[src/rtl/serial_pattern_source.sv]
// -----------------------------------------------------------------------------
// serial_pattern_source
//
// Upstream feeder for the serial sequence detector. Parallel words arrive over
// a valid/ready handshake and are buffered in a small circular FIFO. Each word
// is shifted out MSB-first on `x`, one bit per clock. Between words, `x` holds
// IDLE_BIT, and an optional fixed gap of GAP idle cycles follows every word.
//
// Ports:
//   clk        rising-edge clock
//   rst        synchronous active-high reset
//   din        parallel word to serialize (WIDTH bits)
//   din_valid  din is valid this cycle
//   din_ready  FIFO can accept a word (== !full, no bypass on full)
//   x          registered serial bit stream, MSB of each word first
//   busy       registered, high while shifting a word or inserting the gap
//   word_done  registered one-cycle pulse, high while a word's LSB is on x
//   level      FIFO occupancy, 0..DEPTH
// -----------------------------------------------------------------------------
module serial_pattern_source #(
  parameter int unsigned WIDTH    = 8,     // 2..16
  parameter int unsigned DEPTH    = 4,     // power of two, 2..16
  parameter logic        IDLE_BIT = 1'b1,
  parameter int unsigned GAP      = 0      // 0..15
) (
  input  logic                     clk,
  input  logic                     rst,
  input  logic [WIDTH-1:0]         din,
  input  logic                     din_valid,
  output logic                     din_ready,
  output logic                     x,
  output logic                     busy,
  output logic                     word_done,
  output logic [$clog2(DEPTH):0]   level
);

  localparam int unsigned AW = $clog2(DEPTH);
  localparam int unsigned CW = $clog2(WIDTH);

  localparam logic [CW-1:0] CNT_LOAD   = CW'(WIDTH - 1);
  localparam logic [AW:0]   FULL_LEVEL = (AW + 1)'(DEPTH);
  localparam bit            HAS_GAP    = (GAP != 0);
  // Gap counter counts GAP-1 down to 0, so the gap lasts exactly GAP cycles.
  localparam logic [3:0]    GAP_LOAD   = (GAP > 0) ? 4'(GAP - 1) : 4'd0;

  typedef enum logic [1:0] {
    ST_IDLE  = 2'd0,
    ST_SHIFT = 2'd1,
    ST_GAP   = 2'd2
  } state_t;

  state_t           state;
  logic [WIDTH-1:0] mem [DEPTH];
  logic [AW-1:0]    wr_ptr;
  logic [AW-1:0]    rd_ptr;
  logic [WIDTH-1:0] shreg;
  logic [CW-1:0]    cnt;
  logic [3:0]       gap_cnt;
  logic [WIDTH-1:0] head;
  logic             push;
  logic             pop;
  logic             last_bit;

  // Full blocks pushes even when a pop happens on the same edge (no bypass).
  assign din_ready = (level != FULL_LEVEL);
  assign push      = din_valid && din_ready;
  assign head      = mem[rd_ptr];
  assign last_bit  = (cnt == '0);

  // Pop decisions use the registered level, i.e. the occupancy before any
  // push landing on the same edge; such a word is picked up one cycle later.
  always_comb begin
    // NOTE: every always_comb output gets a default first so no path can
    // leave it unassigned and infer a latch.
    pop = 1'b0;
    case (state)
      ST_IDLE:  pop = (level != '0);
      ST_SHIFT: pop = last_bit && !HAS_GAP && (level != '0);
      ST_GAP:   pop = (gap_cnt == 4'd0) && (level != '0);
      default:  pop = 1'b0;
    endcase
  end

  // NOTE: the FIFO storage array has no reset; pointers and level define
  // which entries are valid, so clearing the data itself buys nothing.
  always_ff @(posedge clk) begin
    if (push && !rst) begin
      mem[wr_ptr] <= din;
    end
  end

  // NOTE: sequential state uses non-blocking assignments only, so every
  // register samples pre-edge values regardless of statement order.
  always_ff @(posedge clk) begin
    if (rst) begin
      wr_ptr <= '0;
      rd_ptr <= '0;
      level  <= '0;
    end else begin
      if (push) wr_ptr <= wr_ptr + 1'b1;  // wraps modulo DEPTH
      if (pop)  rd_ptr <= rd_ptr + 1'b1;
      case ({push, pop})
        2'b10:   level <= level + 1'b1;
        2'b01:   level <= level - 1'b1;
        default: level <= level;
      endcase
    end
  end

  always_ff @(posedge clk) begin
    if (rst) begin
      state     <= ST_IDLE;
      shreg     <= '0;
      cnt       <= '0;
      gap_cnt   <= '0;
      x         <= IDLE_BIT;
      busy      <= 1'b0;
      word_done <= 1'b0;
    end else begin
      word_done <= 1'b0;
      if (pop) begin
        // Load from IDLE, from the end of a gap, or back-to-back from SHIFT.
        state <= ST_SHIFT;
        shreg <= head;
        x     <= head[WIDTH-1];
        cnt   <= CNT_LOAD;
        busy  <= 1'b1;
      end else begin
        case (state)
          ST_SHIFT: begin
            if (!last_bit) begin
              shreg     <= {shreg[WIDTH-2:0], 1'b0};
              x         <= shreg[WIDTH-2];
              cnt       <= cnt - 1'b1;
              // Next bit on x is the LSB exactly when the count reaches 0.
              word_done <= (cnt == CW'(1));
            end else if (HAS_GAP) begin
              state   <= ST_GAP;
              gap_cnt <= GAP_LOAD;
              x       <= IDLE_BIT;
            end else begin
              state <= ST_IDLE;
              x     <= IDLE_BIT;
              busy  <= 1'b0;
            end
          end
          ST_GAP: begin
            x <= IDLE_BIT;
            if (gap_cnt != 4'd0) begin
              gap_cnt <= gap_cnt - 4'd1;
            end else begin
              state <= ST_IDLE;
              busy  <= 1'b0;
            end
          end
          ST_IDLE: begin
            x    <= IDLE_BIT;
            busy <= 1'b0;
          end
          default: begin
            // Unreachable encoding: recover to a clean idle line.
            state <= ST_IDLE;
            x     <= IDLE_BIT;
            busy  <= 1'b0;
          end
        endcase
      end
    end
  end

endmodule

[config.mk]
export PLATFORM = sky130hd
export DESIGN_NAME = serial_pattern_source
export DESIGN_NICKNAME = d
export VERILOG_FILES = /design/src/rtl/serial_pattern_source.sv
export SDC_FILE = /design/constraint.sdc
export NUM_CORES = 1
export LEC_CHECK = 0
export CAP_MARGIN = 20
export CORE_AREA = 5 5 71 73
export DETAILED_ROUTE_END_ITERATION = 8
export DIE_AREA = 0 0 76 78
export HOLD_SLACK_MARGIN = 0.1
export PLACE_DENSITY = 0.81
export SKIP_LAST_GASP = 1
export SYNTH_ARGS = -nofsm -noshare
export SYNTH_HDL_FRONTEND = slang
export SYNTH_SLANG_ARGS = --single-unit
[constraint.sdc]
create_clock -name clk -period 5.5 [get_ports clk]
set_clock_uncertainty 0.05 [all_clocks]
set_input_delay 1.375 -clock clk [delete_from_list [all_inputs] [get_ports clk]]
set_output_delay 1.375 -clock clk [all_outputs]
set_load 0.005 [all_outputs]
# [Yosys cells after proc, flatten, opt, wreduce, memory -nomap -nowiden]
# Memories as Yosys holds them, arrays and structs flattened. A register that Yosys moved wholly into a read port is not among the register bits.
# Index checks and enable logic that the tools add are counted.
[totals] register_bits=26 mem_bits_rw=32 in_bits=11 out_inout_bits=7 word_cells=75 mem_count=1
[op_classes] add_sub_neg=6 eq_ne=12 muxes=23 bitwise_logic=3 n_reduce_logical=19
[memory_table] name="mem" depth=4 word_bits=8 rd=1 rd_clocked_by_memory_dff=1 write_ports=1 line_no="53" source="logic [WIDTH-1:0] mem [DEPTH];"
[ops] op="$mux 7" n=3
[ops] op="$mux 1" n=9
[ops] op="$mux 3" n=3
[ops] op="$ne 3x3->1 const B" n=3
[ops] op="$reduce_and 3->1" n=3
[ops] op="$mux 2" n=4
[ops] op="$ne 2x2->1 const B" n=4
[ops] op="$pmux 2 s3" n=1
[ops] op="$pmux 3 s2" n=1
[ops] op="$sub 3x1->3 const B" n=2
[ops] op="$add 2x1->2 const B" n=2
[ops] op="$eq 2x1->1 const B" n=2
[ops] op="$eq 2x2->1 const B" n=2
[ops] op="$logic_and 1x1->1" n=4
[ops] op="$logic_not 4->1" n=1
[ops] op="$reduce_and 2->1" n=2
[ops] op="$reduce_bool 2->1" n=2
[ops] op="$reduce_bool 4->1" n=1
[ops] op="$reduce_or 4->1" n=1
[ops] op="$sub 4x1->4 const B" n=1
[ops] op="$add 3x1->3 const B" n=1
[ops] op="$eq 3x1->1 const B" n=1
[ops] op="$logic_not 3->1" n=1
[ops] op="$not 1->1" n=3
[ops] op="other kinds (6)" n=6

# [Longest topological paths before layout]
# Gate-level depths: netlist of run 1.
[logic_depth] ltp_word=5 mapped_depth=9 ltp_nobuf=9

# [Worst setup path before layout of run 1]
# OpenSTA, ideal clock, no wires.
[synth_path] kind="input port to flip-flop" start="in din_valid" end="reg level[2]" setup_time_ns=0.071 arrival_ns=2.562 required_time_ns=5.379 setup_slack_ns=2.817 path_stages=6 n_path_buf=0 path_cell_list="nand2_4 > ha_1 > fa_1 > xnor2_1 > or3_1 > a21oi_1"
[synth_via] elab_chain_len=3 word_cells_on_any_way=5 cone_classes="eq/ne: 2; mux: 1; reduce/logical: 2"
[synth_rtl] item="start, declared" line_no="29" source="input logic din_valid,"
[synth_rtl] item="$logic_and 1x1->1 (*)" line_no="66" source="assign push = din_valid && din_ready;"
[synth_rtl] item="$eq 2x1->1 / $eq 2x2->1 (equally long branches)" line_no="102" source="case ({push, pop})"
[synth_rtl] item="$pmux 3 s2 / $reduce_bool 2->1 (equally long branches)"
[synth_rtl] item="end signal, assigned" line_no="103" source="2'b10: level <= level + 1'b1;"
[synth_rtl] item="end signal, assigned" line_no="104" source="2'b01: level <= level - 1'b1;"
[synth_rtl] item="end signal, assigned" line_no="105" source="default: level <= level;"
[synth_rtl] item="end, declared" line_no="34" source="output logic [$clog2(DEPTH):0] level"
# Every way passes the cells marked *; elsewhere a longest branch is shown, timed or not.
# A chain may end at the register's enable or synchronous reset.

# [Worst setup path after layout of run 1]
[layout_path] start="in rst" end="mem mem[3][1] (enable)"
[layout_via] elab_chain_len=4
[layout_rtl] item="start, declared" line_no="27" source="input logic rst,"
[layout_rtl] item="$logic_not 1->1" line_no="87" source="if (push && !rst) begin"
[layout_rtl] item="$logic_and 1x1->1" line_no="87"
[layout_rtl] item="$mux 1" line_no="87"
[layout_rtl] item="$mux 1 (not written as such)" line_no="88" source="mem[wr_ptr] <= din;"
[layout_rtl] item="end, declared" line_no="53"
# Every way passes these cells.

==> metrics.txt, run 1 <==
CORE AREA 4290 sq um; DIE AREA around 5900 sq um; crit path capture type register; dpl cell area about 2500 sq um; Storage cell area 1420 sq um; slew at the pin with the worst max-slew slack 909 ps; max-slew violations 0; met1 WL about 1700 microns; post-synthesis simple-gate area fraction 0.0975; final hold vios 0; EDFF count, synth 32; Post-Synth Adder-Cell Area 0.0526; latest clock arrival within the worst-skew pair about 310 ps; first-pass GRT wire length approximately 5800 microns; r2r setup slk between 2000 and 3000 ps; Worst-path clk slew roughly 100 ps; Power per Cell Area about 460 nW/um^2; WL met3 131 microns; final net count between 150 and 200; R2R depth 8; largest family of logic cells by synthesized area multiplexers; crit start category input pin; Post-Syn Area 2280 sq um; asr flop ratio synth 0; Finished Cell Area approximately 2600 sq um; clk root buf clkbuf_8; Synth Net Count about 180; setup TNS 0 ps; Num CTS Buffers 5; CTS Hold Bufs 0; Gate Count Post-Synth ~160; VDD IR max 0.227 mV; synthesis warning total 0; Area growth syn-to-layout 12.7%; std cell rows 24; largest net degree at the start of global routing 24; CP max stage delay between 800 and 900 ps; Hold Path Class register to register; Unique masters post-synth 36; syn_area_per_cell ~15 sq um; vias in the first global route 1237; Starting Density 0.532; ant diodes 0; Post-Route WL ~3600 microns; GR Util All Layers 0.125; H-tree levels 2; die span in y around 78 microns; Comb power frac 0.327; mux cell area share after synthesis 0.0975; post-synthesis register bit count 55; Synth area leaders edfxtp_1, dfxtp_1, mux4_1, ha_1, a211oi_2; post-DP HPWL 2650 microns; hold slack between 400 and 500 ps; gpl congestion between 0.7 and 0.8; sequential area share after synthesis 0.622; num ports 18; Net Sw Power between 0.0003 and 0.0004 W; Multi-input gate area 793 sq um; drt wl/cell roughly 16 microns; commonest cells in the netlist edfxtp_1, dfxtp_1, nor2_1, a21oi_1, ha_1; Die Span X between 70 and 80 microns; Most used DFF post-synth edfxtp_1; Setup crit start rst; Int Power a little under 0.0008 W; routed vias/inst about 5.5; critical path fanouts, max 23; r2r endpoint level[2]; R2R Path Start level[0]; Layout fillers between 300 and 400; xor and xnor area share after synthesis 0.0192; max frequency 0.323 GHz; sequential power share 0.478; CP endpoint mem[3][1]; 1st-iter DRT viols around 140; setup violators final 0; antenna violations before repair 0; compound-gate portion of the synthesized area 0.0805; Max-Cap Viols 0; WP data required roughly 5400 ps; clock power share 0.194; Final period util 0.564; clock sinks 55; grt ovf 0; most common cell in the netlist edfxtp_1; port bufs 17; Top Metal Used met4; WP data arrival around 3000 ps; Synth top area share 0.421; share of cells above drive strength 1 0.131; Slowest cell on crit path clkdlybuf4s50_1; DR vias around 1200; met2 routed WL 1750 microns; Final Critical Period 3100 ps; DRC Markers 0; relative slew slack 0.392; status finished clean; hold depth 1; switching share of power 0.333; post-route ant nets 0; RSZ-0062 raised after global routing no; TritonCTS clock tree yes; Leakage ~0.9 nW; Post-CTS Repair Setup Buffers 0; critical-path cell list clkdlybuf4s50_1 > nor2_1 > and2_1; Setup CP Type input pin to register; First-pass DRT Iterations 4; PostCTS Resize Cnt 0; Max Buffers Root-to-Sink 2; largest area contributor in the netlist edfxtp_1
-- state kept, by name, indices dropped and copies added, names as in the netlist, named ones only --
name,flops
wr_ptr,2
state,1
cnt,3
rd_ptr,2
shreg,7
word_done,1
mem,32
busy,1
level,3
x,1
-- worst min path at each step --
stage	startpoint	end
6_report	busy	busy
5_1_grt	busy	busy
3_3_place_gp	busy	busy
4_1_cts	busy	busy
3_5_place_dp	busy	busy
2_1_floorplan	shreg[6]	x
-- power by group through the flow --
stage / Combinational [W] / Sequential [W] / Clock, W
after floorplan: 0.000325 / 0.000553 / 0
after global placement: 0.000368 / 0.000571 / 0
after detailed placement: 0.000391 / 0.000578 / 0
after CTS: 0.000392 / 0.000569 / 0.000236
after global routing: 0.000432 / 0.000577 / 0.000255
final: 0.000389 / 0.000569 / 0.000231
-- worst max-delay path, delay by kind of cell --
kind | cells | cell delay, ps
and+or+nand+nor | 2 | 780
buffers and inverters | 1 | 870
-- layout make-up --
| class | count | area share |
|---|---|---|
| repair buffers | 18 | 0.0681 |
| clock buffers | 5 | 0.0267 |
| flip-flops and latches | 55 | 0.552 |
| well taps | 52 | 0.0253 |
| clock inverters | 3 | 0.0107 |
| multi-input cells | 89 | 0.308 |
| inverters | 6 | 0.00875 |
-- metrics by stage --
stage	power [W]	setup slack (ps)	utilization	std cells
after floorplan	0.000878	2820	-	157
after global placement	0.000939	2150	0.576	219
after detailed placement	0.000969	2060	0.577	220
after CTS	0.00120	2360	0.599	228
after global routing	0.00127	2230	0.599	228
final	0.00119	2400	0.599	228
-- metal layers --
layer | vias to the layer above | GRT usage
met5 | - | 0
met4 | 0 | 0.0463
met1 | 603 | 0.150
li1 | 618 | -
met2 | 22 | 0.209
met3 | 5 | 0.0405
-- cell usage in the layout, fill, tap and decap left out, types with 2 or more instances in the layout --
master,n
nand2_1,7
nor3_1,5
mux2i_1,2
dfxtp_1,23
ha_1,8
mux4_1,6
inv_1,6
xnor2_1,4
nor2_1,15
clkdlybuf4s50_1,17
or3_1,2
a211oi_2,5
edfxtp_1,32
clkbuf_8,5
a21oi_1,11
a211oi_1,3
and2_1,4
mux4_2,2
-- cells by family (layout without fill, tap and decap cells) --
family          count (synthesis)  count (layout)
buf+inv                        13              32
fa+ha+maj                       9               9
xor+xnor                        5               5
simple gates                   41              41
flops                          55              55
mux                            10              10
compound gates                 24              24
Note: power is estimated with default switching activity, not from simulation.
==> run 2, diff against run 1 <==
==> constraint.sdc (replaced) <==
create_clock -name clk -period 3.1 [get_ports clk]
set_clock_uncertainty 0.05 [all_clocks]
set_input_delay 0.775 -clock clk [delete_from_list [all_inputs] [get_ports clk]]
set_output_delay 0.775 -clock clk [all_outputs]
set_load 0.005 [all_outputs]
==> run 2 against run 1 <==
Effect of this change: sequential share of layout area fell by 0.19 points; via count is 0.24% higher; flip-flop and latch count is the same; cell area grew 0.34%; clock power is 76% higher; critical path type is now register to output pin; combinational power grew 79%; global-route usage increased by 0.52 points; clock-buffer cell count is the same; setup slack worse by 1700 ps; routed wire length shrank 0.36%; non-clock buffer count grew 1; cell count grew 0.44%; highest routed layer unchanged.
==> metrics.txt, run 2 (same netlist as run 1, synthesis figures left out) <==
Storage cell area about 1400 sq um; Hold Path Class register to register; status finished clean; drt wl/cell around 16 microns; Final period util 0.785; Num CTS Buffers 5; pre-CTS setup slack 377 ps; switching share of power 0.332; Power per Cell Area 817 nW/um^2; final core occ 0.601; WL met3 147 microns; post-route ant nets 0; TritonCTS clock tree yes; GR Util All Layers 0.130; setup violators final 0; Final Critical Period between 2000 and 2500 ps; post-DP HPWL around 2600 microns; relative slew slack 0.690; H-tree levels 2; max-slew violations 0; CP max stage delay roughly 460 ps; Worst path top cell family by delay buffers and inverters; Slowest cell on crit path clkdlybuf4s50_1; port bufs 17; clk root buf clkbuf_8; Die Span X between 70 and 80 microns; vias in the first global route about 1200; worst setup margin 667 ps; first-pass GRT wire length around 6100 microns; gpl congestion ~0.77; Leakage between 0.9 and 1 nW; 1st-iter DRT viols about 130; critical path fanouts, max 6; commonest non-fill, non-tap cell in the layout edfxtp_1; Max Buffers Root-to-Sink 2; First-pass DRT Iterations 4; max FFs per register 32; Biggest register mem; most frequent cells in the layout edfxtp_1, dfxtp_1, clkdlybuf4s50_1; PostCTS Resize Cnt 0; Worst-path clk slew around 100 ps; clock sinks between 50 and 60; max frequency between 0.4 and 0.5 GHz; Multi-input gate area 793 sq um; ant diodes 0; CORE AREA 4290 sq um; Layout fillers 331; WP data arrival 1610 ps; Top Metal Used met4; largest net degree at the start of global routing 23; DR vias about 1300; critical-path cell list or3b_4 > clkdlybuf4s50_1; final net count 196; Int Power roughly 0.0014 W; share of cells above drive strength 1 0.136; Max-Cap Viols 0; setup TNS 0 ps; Net Sw Power 0.000700 W; slew at the pin with the worst max-slew slack 465 ps; CTS Hold Bufs 0; RSZ-0062 raised after global routing no; Area growth syn-to-layout 13.0%; clock power share 0.193; antenna violations before repair 0; Finished Cell Area around 2600 sq um; latest clock arrival within the worst-skew pair 310 ps; Starting Density 0.532; DRC Markers 0; WP data required about 2300 ps; worst path buffer plus inverter count 1; num ports 18; final hold vios 0; met1 WL 1580 microns; dpl cell area 2490 sq um; grt ovf 0; routed vias/inst ~5.5; Comb power frac 0.330; crit path capture type output pin; die span in y 78 microns; Setup CP Type register to output pin; hold slack about 440 ps; DIE AREA 5930 sq um; sequential power share 0.477; Post-CTS Repair Setup Buffers 0; crit start category register; biggest registers after layout mem: 32 flops, shreg: 7 flops; met2 routed WL ~1800 microns; std cell rows 24; Post-Route WL 3580 microns; VDD IR max 0.412 mV
run 2: cell type report:
type | instances | share of cell area
sequential | 55 | 0.550
multi-input combinational | 89 | 0.307
timing repair buffer | 19 | 0.0717
clock buffer | 5 | 0.0266
tap | 52 | 0.0252
clock inverter | 3 | 0.0102
inverter | 6 | 0.00872
run 2: routing by layer:
metal  up-vias  global-route usage
met3         6              0.0428
met5         -                   0
li1        619                   -
met1       606               0.166
met2        20               0.210
met4         0              0.0427
run 2: stage by stage:
stage | total power [W] | instances
6_report | 0.00211 | 229
3_3_place_gp | 0.00168 | 221
3_5_place_dp | 0.00172 | 221
4_1_cts | 0.00214 | 229
5_1_grt | 0.00226 | 229
2_1_floorplan | 0.00156 | 157
run 2: power by group through the flow:
stage,logic [W],clock network [W],registers (W)
6_report,0.000696,0.000407,0.00101
5_1_grt,0.000780,0.000454,0.00103
2_1_floorplan,0.000576,0,0.000982
4_1_cts,0.000701,0.000425,0.00101
3_3_place_gp,0.000666,0,0.00101
3_5_place_dp,0.000699,0,0.00103
run 2: final timing paths:
check                           startpoint  slack (ps)  depth (start not counted)   endpoint
worst max-delay path              level[0]         670                          2  din_ready
worst min-delay path                  busy         440                          1       busy
worst max register to register      cnt[0]         790                          9   level[2]
worst min register to register        busy         440                          1       busy
==> run 3, diff against run 2 <==
==> constraint.sdc (replaced) <==
create_clock -name clk -period 2.25 [get_ports clk]
set_clock_uncertainty 0.05 [all_clocks]
set_input_delay 0.5625 -clock clk [delete_from_list [all_inputs] [get_ports clk]]
set_output_delay 0.5625 -clock clk [all_outputs]
set_load 0.005 [all_outputs]
==> run 3 against run 2 <==
Effect of this change: cell area grew 4.3%; flip-flop and latch count is the same; sequential power grew 37%; total power grew 41%; critical path depth grew 7; die area is the same; core utilization grew 2.6 points; non-clock buffer count grew 7; first-iteration DRC count shrank 10%; critical endpoint is now level[2]; clock-buffer cell count is the same; cell count grew 3.1%.
==> metrics.txt, run 3 (same netlist as run 1, synthesis figures left out) <==
Int Power 0.00199 W; port bufs 17; Starting Density 0.532; setup TNS 0 ps; Power per Cell Area between 1000 and 1500 nW/um^2; grt ovf 0; pre-CTS setup slack -216 ps; VDD IR max a little over 0.6 mV; TritonCTS clock tree yes; Comb power frac 0.344; Final Critical Period 2140 ps; largest net degree at the start of global routing 23; setup violators final 0; Layout fillers roughly 320; share of cells above drive strength 1 0.185; vias in the first global route approximately 1300; final net count ~200; global routing's busiest layer met2; max FFs per register 32; first-pass GRT wire length around 6300 microns; commonest non-fill, non-tap cell in the layout edfxtp_1; drt wl/cell roughly 16 microns; Storage cell area approximately 1400 sq um; Post-Route WL ~3700 microns; final hold vios 0; dpl cell area approximately 2600 sq um; Finished Cell Area around 2700 sq um; ant diodes 0; hold slack roughly 420 ps; max frequency between 0.4 and 0.5 GHz; die span in y between 70 and 80 microns; Net Sw Power ~0.001 W; Leakage around 0.96 nW; First-pass DRT Iterations 4; biggest registers after layout mem: 32 flops, shreg: 7 flops; met1 Resource Use GR 0.158; sequential power share 0.464; critical path fanouts, max 4; clk root buf clkbuf_8; most frequent cells in the layout edfxtp_1, dfxtp_1, clkdlybuf4s50_1; 1st-iter DRT viols between 100 and 150; Max Buffers Root-to-Sink 2; relative slew slack 0.697; Max-Cap Viols 0; H-tree levels 2; Setup CP Type register to register; DIE AREA 5930 sq um; Area growth syn-to-layout 17.9%; Biggest register mem; DR vias 1311; CORE AREA 4290 sq um; WP data required between 2000 and 2500 ps; post-DP HPWL 2660 microns; met3 Use GR 0.0440; clock sinks between 50 and 60; num ports 18; DRC Markers 0; Final period util 0.949; Die Span X roughly 76 microns; WP data arrival 2340 ps; Post-CTS Repair Setup Buffers 0; GRT met2 Usage 0.234; latest clock arrival within the worst-skew pair 310 ps; Worst-path clk slew around 100 ps; crit path capture type register; Multi-input gate area approximately 800 sq um; crit start category register; worst setup margin 114 ps; routed vias/inst between 5 and 6; GR Util All Layers 0.135; post-route ant nets 0; Hold Path Class register to register; status finished clean; gpl congestion a little under 0.8; Num CTS Buffers 5; max-slew violations 0; std cell rows 24; clock power share 0.192; switching share of power 0.330; slew at the pin with the worst max-slew slack about 450 ps; antenna violations before repair 0
[run 3: cell types whose count changed in the layout (fill, tap and decap cells not counted)]
cell / previous run / this run
buf_4: 2 / 5
ha_2: 0 / 2
inv_6: 3 / 0
dfxtp_2: 0 / 1
clkdlybuf4s50_1: 17 / 16
buf_12: 0 / 4
dfxtp_1: 23 / 22
inv_8: 0 / 1
dlygate4sd2_1: 0 / 1
ha_1: 8 / 6
clkinv_4: 0 / 2
[run 3: metrics by stage]
| step | utilization | power [W] | cells |
|---|---|---|---|
| 6_report | 0.627 | 0.00297 | 236 |
| 5_1_grt | 0.627 | 0.00317 | 236 |
| 4_1_cts | 0.626 | 0.00300 | 236 |
| 3_5_place_dp | 0.603 | 0.00243 | 228 |
| 3_3_place_gp | 0.603 | 0.00236 | 228 |
| 2_1_floorplan | - | 0.00215 | 157 |
[run 3: worst max-delay path: stages, from the launching register on]
cell and delay [ps]:
dfxtp_2 370, inv_1 60, ha_2 210, nand2b_4 90
a21oi_1 110, ha_2 210, fa_1 380, xnor2_1 150
or3_1 300, a21oi_1 140
[run 3: layout make-up]
type	instances	area share
Clock buffer	5	0.0256
Clock inverter	3	0.0107
Inverter	6	0.00836
Multi-Input combinational cell	89	0.296
Sequential cell	55	0.528
Tap cell	52	0.0242
Timing Repair Buffer	26	0.106
[run 3: path summary, 6_finish.rpt]
kind | from | to | slack [ps] | depth (start not counted)
setup / recovery | cnt[0] | level[2] | 110 | 9
hold / removal | cnt[0] | cnt[0] | 420 | 1
setup reg to reg | cnt[0] | level[2] | 110 | 9
hold reg to reg | cnt[0] | cnt[0] | 420 | 1
[run 3: timing repair]
item,in CTS,in global routing
gates resized for setup,2,2
hold buffers,0,0
pin swaps,0,0
hold endpoints to repair,0,0
endpoints found under the setup margin,2,1
[run 3: power groups by stage]
stage | clock, W | sequential [W] | combinational, W
2_1_floorplan | 0 | 0.00135 | 0.000793
3_3_place_gp | 0 | 0.00139 | 0.000970
3_5_place_dp | 0 | 0.00140 | 0.00102
4_1_cts | 0.000588 | 0.00138 | 0.00103
5_1_grt | 0.000634 | 0.00140 | 0.00113
6_report | 0.000570 | 0.00138 | 0.00102
[run 3: layer usage]
layer / wire [microns] / share of wire
met1: 1550 / 0.41
met2: 1960 / 0.53
met3: 155 / 0.042
met4: 68 / 0.018
met5: 0 / 0
